==> src/rtl/pipe_stage_reg_if.sv <==
// Handshake bundle for pipe_stage_reg: upstream valid/ready/payload, flush,
// downstream valid/ready/payload and the stall counter readout.
interface pipe_stage_reg_if #(
  parameter int unsigned DATA_W = 16,
  parameter int unsigned CTRL_W = 16,
  parameter int unsigned CNT_W  = 8
);
  logic              in_valid;
  logic              in_ready;
  logic [DATA_W-1:0] in_data;
  logic [CTRL_W-1:0] in_ctrl;
  logic              flush;
  logic              out_valid;
  logic              out_ready;
  logic [DATA_W-1:0] out_data;
  logic [CTRL_W-1:0] out_ctrl;
  logic [CNT_W-1:0]  stall_cnt;

  modport master (
    output in_valid, in_data, in_ctrl, flush, out_ready,
    input  in_ready, out_valid, out_data, out_ctrl, stall_cnt
  );

  modport slave (
    input  in_valid, in_data, in_ctrl, flush, out_ready,
    output in_ready, out_valid, out_data, out_ctrl, stall_cnt
  );
endinterface

==> src/rtl/pipe_stage_reg.sv <==
// Flushable pipeline stage register with bubble-safe control and stall counter.
// Define PIPE_STAGE_SKID_EN for a two-entry skid buffer with a registered in_ready.
module pipe_stage_reg #(
  parameter int unsigned       DATA_W   = 16,
  parameter int unsigned       CTRL_W   = 16,
  parameter logic [CTRL_W-1:0] NOP_CTRL = '0,
  parameter int unsigned       CNT_W    = 8
) (
  input logic             clk,
  input logic             rst,
  pipe_stage_reg_if.slave bus
);

  typedef enum logic [1:0] {
    ST_EMPTY = 2'd0,
    ST_FULL  = 2'd1,
    ST_SKID  = 2'd2
  } state_e;

  state_e            state_q;
  logic              out_valid_q;
  logic [DATA_W-1:0] out_data_q;
  logic [CTRL_W-1:0] out_ctrl_q;
  logic [CNT_W-1:0]  stall_cnt_q;
  logic [CNT_W-1:0]  stall_cnt_d;
  logic              in_ready;
  logic              in_xfer;

  assign in_xfer = bus.in_valid && in_ready;

  // Saturating count of cycles where a held entry is blocked downstream.
  assign stall_cnt_d = (out_valid_q && !bus.out_ready && (stall_cnt_q != {CNT_W{1'b1}}))
                     ? stall_cnt_q + CNT_W'(1) : stall_cnt_q;

  assign bus.in_ready  = in_ready;
  assign bus.out_valid = out_valid_q;
  assign bus.out_data  = out_data_q;
  assign bus.out_ctrl  = out_ctrl_q;
  assign bus.stall_cnt = stall_cnt_q;

`ifdef PIPE_STAGE_SKID_EN

  logic [DATA_W-1:0] skid_data_q;
  logic [CTRL_W-1:0] skid_ctrl_q;
  logic              in_ready_q;

  assign in_ready = in_ready_q;

  always_ff @(posedge clk) begin
    if (!rst) begin
      state_q     <= ST_EMPTY;
      out_valid_q <= 1'b0;
      out_data_q  <= '0;
      out_ctrl_q  <= NOP_CTRL;
      skid_data_q <= '0;
      skid_ctrl_q <= NOP_CTRL;
      in_ready_q  <= 1'b1;
      stall_cnt_q <= '0;
    end else begin
      stall_cnt_q <= stall_cnt_d;
      if (bus.flush) begin
        state_q     <= ST_EMPTY;
        out_valid_q <= 1'b0;
        out_ctrl_q  <= NOP_CTRL;
        in_ready_q  <= 1'b1;
      end else begin
        case (state_q)
          ST_EMPTY: begin
            if (in_xfer) begin
              state_q     <= ST_FULL;
              out_valid_q <= 1'b1;
              out_data_q  <= bus.in_data;
              out_ctrl_q  <= bus.in_ctrl;
            end
          end
          ST_FULL: begin
            if (in_xfer && bus.out_ready) begin
              out_data_q <= bus.in_data;
              out_ctrl_q <= bus.in_ctrl;
            end else if (in_xfer) begin
              // Downstream blocked: park the new payload behind the held one.
              state_q     <= ST_SKID;
              skid_data_q <= bus.in_data;
              skid_ctrl_q <= bus.in_ctrl;
              in_ready_q  <= 1'b0;
            end else if (bus.out_ready) begin
              state_q     <= ST_EMPTY;
              out_valid_q <= 1'b0;
              out_ctrl_q  <= NOP_CTRL;
            end
          end
          ST_SKID: begin
            if (bus.out_ready) begin
              state_q    <= ST_FULL;
              out_data_q <= skid_data_q;
              out_ctrl_q <= skid_ctrl_q;
              in_ready_q <= 1'b1;
            end
          end
          default: begin
            state_q     <= ST_EMPTY;
            out_valid_q <= 1'b0;
            out_ctrl_q  <= NOP_CTRL;
            in_ready_q  <= 1'b1;
          end
        endcase
      end
    end
  end

`else

  // Single entry: ready whenever the held payload is empty or leaving.
  assign in_ready = !out_valid_q || bus.out_ready;

  always_ff @(posedge clk) begin
    if (!rst) begin
      state_q     <= ST_EMPTY;
      out_valid_q <= 1'b0;
      out_data_q  <= '0;
      out_ctrl_q  <= NOP_CTRL;
      stall_cnt_q <= '0;
    end else begin
      stall_cnt_q <= stall_cnt_d;
      if (bus.flush) begin
        state_q     <= ST_EMPTY;
        out_valid_q <= 1'b0;
        out_ctrl_q  <= NOP_CTRL;
      end else begin
        case (state_q)
          ST_EMPTY: begin
            if (in_xfer) begin
              state_q     <= ST_FULL;
              out_valid_q <= 1'b1;
              out_data_q  <= bus.in_data;
              out_ctrl_q  <= bus.in_ctrl;
            end
          end
          ST_FULL: begin
            if (in_xfer) begin
              out_data_q <= bus.in_data;
              out_ctrl_q <= bus.in_ctrl;
            end else if (bus.out_ready) begin
              state_q     <= ST_EMPTY;
              out_valid_q <= 1'b0;
              out_ctrl_q  <= NOP_CTRL;
            end
          end
          default: begin
            state_q     <= ST_EMPTY;
            out_valid_q <= 1'b0;
            out_ctrl_q  <= NOP_CTRL;
          end
        endcase
      end
    end
  end

`endif

endmodule

==> src/flat_wrapper.sv <==
// flat-port wrapper written by rule: the top's interface ports become plain ports
module pipe_stage_reg_flat 
#(
  parameter int unsigned       DATA_W   = 16,
  parameter int unsigned       CTRL_W   = 16,
  parameter logic [CTRL_W-1:0] NOP_CTRL = '0,
  parameter int unsigned       CNT_W    = 8
)
  (clk, rst, bus_in_valid, bus_in_data, bus_in_ctrl, bus_flush, bus_out_ready, bus_in_ready, bus_out_valid, bus_out_data, bus_out_ctrl, bus_stall_cnt);
  pipe_stage_reg_if #(.DATA_W(DATA_W), .CTRL_W(CTRL_W), .CNT_W(CNT_W)) bus_i ();
  input logic clk;
  input logic rst;
  input wire logic [$bits(bus_i.in_valid)-1:0] bus_in_valid;
  input wire logic [$bits(bus_i.in_data)-1:0] bus_in_data;
  input wire logic [$bits(bus_i.in_ctrl)-1:0] bus_in_ctrl;
  input wire logic [$bits(bus_i.flush)-1:0] bus_flush;
  input wire logic [$bits(bus_i.out_ready)-1:0] bus_out_ready;
  output wire logic [$bits(bus_i.in_ready)-1:0] bus_in_ready;
  output wire logic [$bits(bus_i.out_valid)-1:0] bus_out_valid;
  output wire logic [$bits(bus_i.out_data)-1:0] bus_out_data;
  output wire logic [$bits(bus_i.out_ctrl)-1:0] bus_out_ctrl;
  output wire logic [$bits(bus_i.stall_cnt)-1:0] bus_stall_cnt;
  assign bus_i.in_valid = bus_in_valid;
  assign bus_i.in_data = bus_in_data;
  assign bus_i.in_ctrl = bus_in_ctrl;
  assign bus_i.flush = bus_flush;
  assign bus_i.out_ready = bus_out_ready;
  assign bus_in_ready = bus_i.in_ready;
  assign bus_out_valid = bus_i.out_valid;
  assign bus_out_data = bus_i.out_data;
  assign bus_out_ctrl = bus_i.out_ctrl;
  assign bus_stall_cnt = bus_i.stall_cnt;
  pipe_stage_reg #(.DATA_W(DATA_W), .CTRL_W(CTRL_W), .NOP_CTRL(NOP_CTRL), .CNT_W(CNT_W)) u_core (.clk(clk), .rst(rst), .bus(bus_i));
endmodule
==> config.mk <==
export PLATFORM = sky130hd
export DESIGN_NAME = pipe_stage_reg_flat
export DESIGN_NICKNAME = d
export VERILOG_FILES = /design/src/rtl/pipe_stage_reg_if.sv /design/src/rtl/pipe_stage_reg.sv /design/src/flat_wrapper.sv
export SDC_FILE = /design/constraint.sdc
export NUM_CORES = 1
export LEC_CHECK = 0
export BUFFER_PORTS_ARGS = -buffer_cell sky130_fd_sc_hd__buf_2
export CORE_MARGIN = 2
export CORE_UTILIZATION = 35
export DETAILED_ROUTE_END_ITERATION = 8
export SETUP_SLACK_MARGIN = 0.3
export SKIP_CTS_REPAIR_TIMING = 1
export SLEW_MARGIN = 25
export SYNTH_ARGS = -nofsm -noshare
export SYNTH_HDL_FRONTEND = slang
export SYNTH_SLANG_ARGS = --single-unit
==> constraint.sdc <==
create_clock -name clk -period 1.69 [get_ports clk]
set_input_delay 0.169 -clock clk [delete_from_list [all_inputs] [get_ports clk]]
set_output_delay 0.169 -clock clk [all_outputs]
set_load 0.01 [all_outputs]
### After elaboration in Yosys (flattened, before gate mapping)

Cells that the tools add are included.

* memory bits (writable): 0
* memory bits (read-only): 0
* bits of input ports: 37
* bits in registers: 43
* bits in latches: 0
* memories kept: 0

* reduce and logical (&&, ||, !) cells: 12
* multiplexer cells: 12
* bitwise logic cells: 2
* equal/unequal tests: 6
* shift operators: 0
* add/subtract/negate cells: 1
* multiply operators: 0
* div/mod/pow operators: 0
* magnitude comparators: 0

Operator list (number)
* 16-bit 2-to-1 mux: 3
* 16-bit case mux with 2 select lines: 1
* 8-bit by 1-bit adder with 8-bit output, second input constant: 1
* 8-bit != test, second input constant: 1
* 2-bit 2-to-1 mux: 3
* 3-bit AND reduction: 2
* 2-bit != test, second input constant: 2
* 2-bit case mux with 2 select lines: 1
* 2-bit OR reduction: 2
* 1-bit logical AND: 3
* 1-bit 2-to-1 mux: 3
* 3-bit by 2-bit != test with 1-bit output, second input constant: 1
* 2-bit by 1-bit equality test with 1-bit output, second input constant: 1
* 1-bit logical NOT: 2
* 2-bit logical NOT: 1
* 2-bit by 1-bit != test with 1-bit output, second input constant: 1
* 1-bit NOT: 2
* 1-bit case mux with 2 select lines: 1
* 2-bit AND reduction: 1
* 1-bit logical OR: 1

### Depth between registers and ports, before layout

Gate-level depths: netlist of run 1.

* depth in word-level cells: 5
* gate-level depth with buffers: 6
* gate-level depth less buffers: 4

### Worst setup path before layout of run 1

OpenSTA, ideal clock, no wires.

* path kind: register to register
* start point: register u_core.state_q[0]
* end point: register u_core.out_ctrl_q[10], in the netlist u_core.bus.out_ctrl[10]
* setup slack: 382 ps
* required time: 1562 ps
* period minus slack after synthesis: 1308 ps
* arrival time: 1180 ps
* stages on the path, launching flop included: 7
* buffers on the path: 2
* cell sequence: dfxtp_1 nor2b_2 buf_6 inv_6 buf_6 a32oi_1 nor2_1

* longest elaborated chain between the ends: 3
* elaborated cells between the ends (all ways): 6
* classes of those cells: eq/ne (3); mux (1); reduce/logical (2)

Ends and longest elaborated chain
* start: declaration: RTL line pipe_stage_reg.sv:20 `state_e state_q;`
* start signal: assignment: RTL line pipe_stage_reg.sv:118 `state_q <= ST_EMPTY;`
* start signal: assignment: RTL line pipe_stage_reg.sv:126 `state_q <= ST_EMPTY;`
* start signal: assignment: RTL line pipe_stage_reg.sv:133 `state_q <= ST_FULL;`
* 2-bit by 1-bit equality test with 1-bit output or 2-bit logical NOT (tied branches): RTL line pipe_stage_reg.sv:130 `case (state_q)`
* 3-bit by 2-bit != test with 1-bit output (no source line) or 2-bit by 1-bit != test with 1-bit output (tied branches)
* 2-bit AND reduction (no source line)
* end signal: assignment: RTL line pipe_stage_reg.sv:136 `out_ctrl_q <= bus.in_ctrl;`
* end signal: assignment: RTL line pipe_stage_reg.sv:142 `out_ctrl_q <= bus.in_ctrl;`
* end: declaration: RTL line pipe_stage_reg.sv:23 `logic [CTRL_W-1:0] out_ctrl_q;`

Several ways; a longest one is shown, not always the timed one.
A chain may end at the register's enable or synchronous reset.

==> impl_summary.txt, run 1 <==
----------------------------------------------------
[CTS]
  Worst-path clk slew ... 80 ps
  Clock tree from TritonCTS ... yes
  Clock Path Buffers ... 2
  Clock latency reported for the late side of the worst-skew pair ... 290 ps
  Depth of the CTS H-tree ... 2
  Clock root buffer ... sky130_fd_sc_hd__clkbuf_8
  TritonCTS Buffers ... 5
  # clock sinks ... 41

[Power and ir drop]
  Sum of internal, switching and leakage power ... 1.88 mW
  Pwr/cell area ... 819 mW/mm²
  Leakage power total ... 0.992 nW
  Highest ir drop seen on vdd ... 350 µV

[Yosys]
  Yosys top cell by area ... sky130_fd_sc_hd__dfxtp_1
  Count of flip-flops with a built-in enable after synthesis ... 0
  Cell Area, Synth ... 0.00177 mm²
  Post-Synthesis Cells ... 181
  Cells taking the most area after synthesis ... sky130_fd_sc_hd__dfxtp_1, sky130_fd_sc_hd__nand4b_1, sky130_fd_sc_hd__a32oi_1
  Synthesized Nets ... 219
  Most common cell in the synthesized netlist ... sky130_fd_sc_hd__dfxtp_1
  Commonest register cell after synthesis ... sky130_fd_sc_hd__dfxtp_1
  Synth unique cells ... 35
  Top cell type's share of synthesized area ... 46.4%
  Leading post-synthesis cells by instance count ... sky130_fd_sc_hd__dfxtp_1, sky130_fd_sc_hd__a21oi_1, sky130_fd_sc_hd__nand4b_1, sky130_fd_sc_hd__nor2_1
  Syn_area_per_cell ... 9.78 µm²
  Post-synthesis async set-or-reset flop share ... 0%
  Fraction of the yosys area taken by sequential cells ... 46.4%
  Number of synthesis warnings ... 0
  Number of synthesized register bits ... 41

[Placed design]
  Number of placed cells counting well taps ... 312
  HPWL after detailed placement ... 3.11 mm
  Number of port buffers ... 78
  Final GP Congestion ... 0.735
  Standard cell area after detailed placement ... 0.00217 mm²
  Setup slack after placement ... 326 ps

[Timing]
  Number of pins exceeding their max-slew limit in the final report ... 0
  Number of hold violations in the final report ... 0
  Post-route worst setup slack ... 326 ps
  Final count of negative-setup-slack endpoints ... 0
  Pin slew with the least headroom to its limit ... 501 ps
  Post-route setup TNS ... 0 ps
  Maximum frequency from static timing analysis ... 733 MHz
  Worst rel slew slack ... 65.9%
  Post-route clock period utilization ... 80.7%
  Unrepaired setup endpoints after global routing ... yes
  Post-layout minimum cycle time ... 1360 ps
  Maximum clock skew at final layout ... 2.63 ps

[Layout]
  Total area of multi-input combinational cells ... 845 µm²
  Total area of sequential cells ... 823 µm²
  Share of cells above drive strength 1 ... 39.4%
  Area growth, synth to finish ... 29.8%
  Non-filler cells in the finished layout ... 321
  Filler cells ... 478
  Total inserted antenna cells ... 0
  Total number of nets in the final design ... 291
  Post-route standard cell area excluding fillers ... 0.00230 mm²

[Die]
  Area of the core region ... 0.00479 mm²
  Width of the die ... 75.1 µm
  Die area ... 0.00564 mm²
  Die Ht ... 75.1 µm
  Starting utilization of the core area ... 37.0%
  Site Rows ... 25
  I/O pin count ... 79

[Min path]
  Class of the worst hold path ... input pin to flop

[Global route]
  GRT overflow ... 0
  Global-route wire length before repair ... 7.31 mm
  Number of global-route vias before repair ... 1566
  Largest net degree at the start of global routing ... 36
  Initial antenna violation count ... 0
  GRT Util Overall ... 17.0%

[Setup path]
  Worst EP required ... 1520 ps
  Library cell contributing the largest single delay on the critical path ... sky130_fd_sc_hd__dfxtp_2
  Startpoint type of the worst setup path ... flop
  Crit-path cells ... nor2b_4, inv_8, buf_2
  Crit-path max cell delay ... 390 ps
  Highest fanout seen on the critical path ... 35
  Worst Path Class, Setup ... flop to output port
  Crit path buffers/inverters ... 2
  WP data arrival ... 1200 ps
  Crit path max-delay family ... flip-flops
  Critical Path End Type ... output port

[Route]
  Post-route DRC violation count ... 0
  Total wire length after detailed routing ... 4.67 mm
  Wire length per cell ... 14.5 µm
  Pre-antenna DRT Iters ... 4
  Vias per inst ... 5.34
  Initial drt markers ... 75
  Vias ... 1713
  Antenna-violating nets left ... 0

[Job]
  Max-cap violation count ... 0

[Run status]
  Result of the run ... finished clean

----------------------------------------------------
==> layer usage <==
| layer | GRT usage, % | part of all wire [%] | up-vias |
|---|---|---|---|
| li1 | - | - | 845 |
| met1 | 22.6 | 47 | 789 |
| met2 | 26.0 | 43 | 77 |
| met3 | 5.76 | 9.2 | 2 |
| met4 | 5.36 | 0.54 | 0 |
| met5 | 0 | 0 | - |
==> worst paths after layout <==
check                                                          start                                   end  slack, ps  cells past startpoint
worst max-delay path                  u_core.state_q[0]$_SDFFE_PP0P_                          bus_in_ready        330                      3
worst min-delay path                                  bus_in_ctrl[6]   u_core.bus.out_ctrl[6]$_SDFFE_PP0P_        130                      3
worst max register to register  u_core.bus.stall_cnt[1]$_SDFFE_PN0P_  u_core.bus.stall_cnt[1]$_SDFFE_PN0P_        400                      4
worst min register to register   u_core.bus.out_data[5]$_SDFFE_PN0P_   u_core.bus.out_data[5]$_SDFFE_PN0P_        470                      2
==> area by class of cell <==
cell class / instances / share of cell area, %
Timing Repair Buffer: 84 / 19.1
Inverter: 4 / 0.980
Clock buffer: 7 / 3.32
Tap cell: 67 / 3.65
Multi-Input combinational cell: 117 / 36.8
Clock inverter: 1 / 0.327
Sequential cell: 41 / 35.8
==> cell families (layout without fill, tap and decap cells) <==
family | Yosys count | after routing | share of synthesized area [%]
and+or+nand+nor | 51 | 51 | 18.0
buffers and inverters | 23 | 96 | 7.28
AOI/OAI and AO/OA | 62 | 62 | 25.2
muxes | 3 | 3 | 2.40
adders and majority gates | 1 | 1 | 0.707
DFF | 41 | 41 | 46.4
==> cell usage in the layout (no fill, tap or decap), types with 2 or more instances in the layout <==
cell type,count
sky130_fd_sc_hd__dfxtp_2,2
sky130_fd_sc_hd__a21oi_1,20
sky130_fd_sc_hd__dfxtp_1,39
sky130_fd_sc_hd__o31ai_1,16
sky130_fd_sc_hd__clkbuf_1,2
sky130_fd_sc_hd__a32oi_1,16
sky130_fd_sc_hd__buf_2,78
sky130_fd_sc_hd__nand2_1,3
sky130_fd_sc_hd__mux2i_1,2
sky130_fd_sc_hd__inv_1,2
sky130_fd_sc_hd__nand4_1,2
sky130_fd_sc_hd__nor2_1,17
sky130_fd_sc_hd__buf_4,5
sky130_fd_sc_hd__nand4b_1,17
sky130_fd_sc_hd__nand2b_1,2
sky130_fd_sc_hd__a41oi_1,2
sky130_fd_sc_hd__nor3_1,2
sky130_fd_sc_hd__clkbuf_8,5
sky130_fd_sc_hd__and3_1,2
==> worst reg2reg max path: cells and delay by family, from the launching register on <==
| family | cells | cell delay [ps] |
|---|---|---|
| DFF | 1 | 360 |
| and+or+nand+nor | 1 | 270 |
| muxes | 1 | 210 |
| AOI/OAI and AO/OA | 1 | 200 |
| adders and majority gates | 1 | 190 |
==> registers in the layout, indices dropped and copies added, names as in the netlist <==
signal                count
u_core.bus.out_ctrl      16
u_core.bus.out_data      16
u_core.bus.stall_cnt      8
u_core.state_q            1
==> metrics by stage <==
step           utilization [%]  hold slack [ps]
6_report                  48.0              133
5_1_grt                   48.0              153
4_1_cts                   47.2              127
3_5_place_dp              45.4              442
3_3_place_gp              45.4              426
2_1_floorplan                -              300
==> report_power, final <==
part / internal [mW] / total, mW / switching (mW)
Combinational: 0.105 / 0.236 / 0.131
Sequential: 0.998 / 1.01 / 0.0173
Clock: 0.292 / 0.630 / 0.338
Total: 1.40 / 1.88 / 0.486
Power figures use the tool's default switching activity.
==> inputs of run 2 (changes only) <==
==> constraint.sdc (replaced) <==
create_clock -name clk -period 1.15 [get_ports clk]
set_input_delay 0.115 -clock clk [delete_from_list [all_inputs] [get_ports clk]]
set_output_delay 0.115 -clock clk [all_outputs]
set_load 0.01 [all_outputs]
==> run 2 against run 1 <==
  * The flow now finishes with violations (setup timing)
  * Sequential share of layout area decreased by 6.5 points
  * Flip-flop and latch count unchanged
  * Final cell count increased by 11%
  * Worst hold slack got worse by 44 ps
  * Worst setup slack got worse by 470 ps
  * Total power increased by 57%
  * Wire length increased by 21%
  * Combinational power increased by 110%
  * Largest power group unchanged
  * Critical endpoint unchanged
==> impl_summary.txt, run 2 (synthesized netlist as in run 1, its figures left out) <==
----------------------------------------------------
[Power and ir drop]
  Pwr/cell area ... 970 mW/mm²
  Leakage power total ... 1.26 nW
  Sw Share ... 25.0%
  Internal ... 2.21 mW
  Highest ir drop seen on vdd ... 803 µV
  Combinational power share ... 16.5%
  Sequential fraction of design power ... 50.7%
  Clock power share ... 32.7%
  Net switching component of the power ... 0.737 mW

[Setup path]
  Worst Path Class, Setup ... flop to output port
  Startpoint type of the worst setup path ... flop
  Crit path buffers/inverters ... 3
  Slack of the worst reg-to-reg path ... -90 ps
  Worst EP required ... 1030 ps
  WP data arrival ... 1180 ps
  Crit-path max cell delay ... 350 ps
  Stages on the worst setup path ... 4
  Highest fanout seen on the critical path ... 10
  Count of cells along the worst register-to-register path ... 4
  Crit path max-delay family ... flip-flops
  Crit-path cells ... nor2b_4, inv_8, buf_12, buf_6
  Library cell contributing the largest single delay on the critical path ... sky130_fd_sc_hd__dfxtp_4
  Critical Path End Type ... output port

[CTS]
  Clock Path Buffers ... 2
  Clock root buffer ... sky130_fd_sc_hd__clkbuf_8
  Worst-path clk slew ... 80 ps
  Depth of the CTS H-tree ... 2
  TritonCTS Buffers ... 5
  Clock latency reported for the late side of the worst-skew pair ... 290 ps
  Clock tree from TritonCTS ... yes
  # clock sinks ... 41

[Placed design]
  Number of port buffers ... 78
  HPWL after detailed placement ... 3.36 mm
  Final GP Congestion ... 0.860
  Number of placed cells counting well taps ... 324

[Die]
  Site Rows ... 25
  Die area ... 0.00564 mm²
  Die Ht ... 75.1 µm
  Width of the die ... 75.1 µm
  Starting utilization of the core area ... 37.0%
  I/O pin count ... 79
  Area of the core region ... 0.00479 mm²

[Global route]
  Largest net degree at the start of global routing ... 25
  GRT Util Overall ... 17.6%
  GRT overflow ... 0
  Number of global-route vias before repair ... 1710
  Initial antenna violation count ... 0
  Global-route wire length before repair ... 7.67 mm

[Timing]
  Pin slew with the least headroom to its limit ... 339 ps
  Worst rel slew slack ... 77.4%
  Number of pins exceeding their max-slew limit in the final report ... 0
  Maximum clock skew at final layout ... 4.75 ps
  Final count of negative-setup-slack endpoints ... 34
  Post-route worst setup slack ... -143 ps
  Post-layout minimum cycle time ... 1290 ps
  Post-route setup TNS ... -1060 ps
  Number of hold violations in the final report ... 0
  Post-route clock period utilization ... 112%
  Maximum frequency from static timing analysis ... 773 MHz
  Unrepaired setup endpoints after global routing ... yes

[Route]
  Routed length on met2 ... 2.71 mm
  Total wire length after detailed routing ... 5.66 mm
  Antenna-violating nets left ... 0
  Wire length the detailed router placed on met1 ... 2.44 mm
  Initial drt markers ... 136
  Post-route DRC violation count ... 0
  Vias ... 1898
  Pre-antenna DRT Iters ... 4
  Wire length on met3 ... 470 µm
  Vias per inst ... 5.32
  Top layer reached by signal wires ... met4
  Wire length per cell ... 15.8 µm

[Layout]
  Top library cells by usage in the layout, fill and taps aside ... sky130_fd_sc_hd__buf_6, sky130_fd_sc_hd__buf_2, sky130_fd_sc_hd__buf_4, sky130_fd_sc_hd__dfxtp_2
  Total inserted antenna cells ... 0
  Share of cells above drive strength 1 ... 65.2%
  Most frequent standard cell in the layout excluding fill and tap cells ... sky130_fd_sc_hd__buf_6
  Total number of nets in the final design ... 327
  Area growth, synth to finish ... 71.6%
  Non-filler cells in the finished layout ... 357

[Min path]
  Depth of the worst hold-timing path ... 3
  Class of the worst hold path ... input pin to flop

[Run status]
  Result of the run ... finished with violations
  Failing checks ... setup timing

[Job]
  Max-cap violation count ... 0

----------------------------------------------------
## run 2: routing by layer
| layer | up-vias | global-route usage [%] |
|---|---|---|
| met4 | 0 | 6.15 |
| met1 | 887 | 23.3 |
| met2 | 88 | 27.3 |
| met3 | 4 | 5.35 |
| met5 | - | 0 |
| li1 | 919 | - |
## run 2: layout make-up
type / count / area (µm²)
multi-input combinational: 117 / 926
timing repair inverter: 1 / 6.26
sequential: 41 / 892
clock buffer: 8 / 90.1
fill: 397 / 1750
inverter: 4 / 22.5
tap: 67 / 83.8
timing repair buffer: 119 / 1020
## run 2: worst paths after layout
check	start	endpoint
max	u_core.state_q[0]$_SDFFE_PP0P_	bus_in_ready
min	bus_in_ctrl[3]	u_core.bus.out_ctrl[3]$_SDFFE_PP0P_
max reg2reg	u_core.state_q[0]$_SDFFE_PP0P_	u_core.bus.stall_cnt[7]$_SDFFE_PN0P_
min reg2reg	u_core.bus.out_data[1]$_SDFFE_PN0P_	u_core.bus.out_data[1]$_SDFFE_PN0P_
## run 2: power by group through the flow
| stage | clock, mW | sequential, mW | combinational, mW |
|---|---|---|---|
| after floorplan | 0 | 1.54 | 0.176 |
| after global placement | 0 | 1.52 | 0.376 |
| after detailed placement | 0 | 1.52 | 0.379 |
| after CTS | 0.993 | 1.49 | 0.380 |
| after global routing | 1.06 | 1.50 | 0.527 |
| final | 0.964 | 1.49 | 0.487 |
## run 2: worst reg2reg max path, delay by kind of cell, from the launching register on
family	cells	cell delay, ps
simple gates	1	290
buf+inv	1	140
compound gates	2	370
flops	1	350
## run 2: stage by stage
step	total power, mW	util [%]	cell area [µm²]	hold WS, ps	setup WS, ps
after floorplan	1.72	-	1820	241	-19.4
after global placement	1.90	49.0	2340	372	11.9
after detailed placement	1.90	49.0	2340	385	-62.6
after CTS	2.86	50.9	2430	78.7	-283
after global routing	3.09	63.5	3040	78.8	-183
final	2.95	63.5	3040	89.2	-143
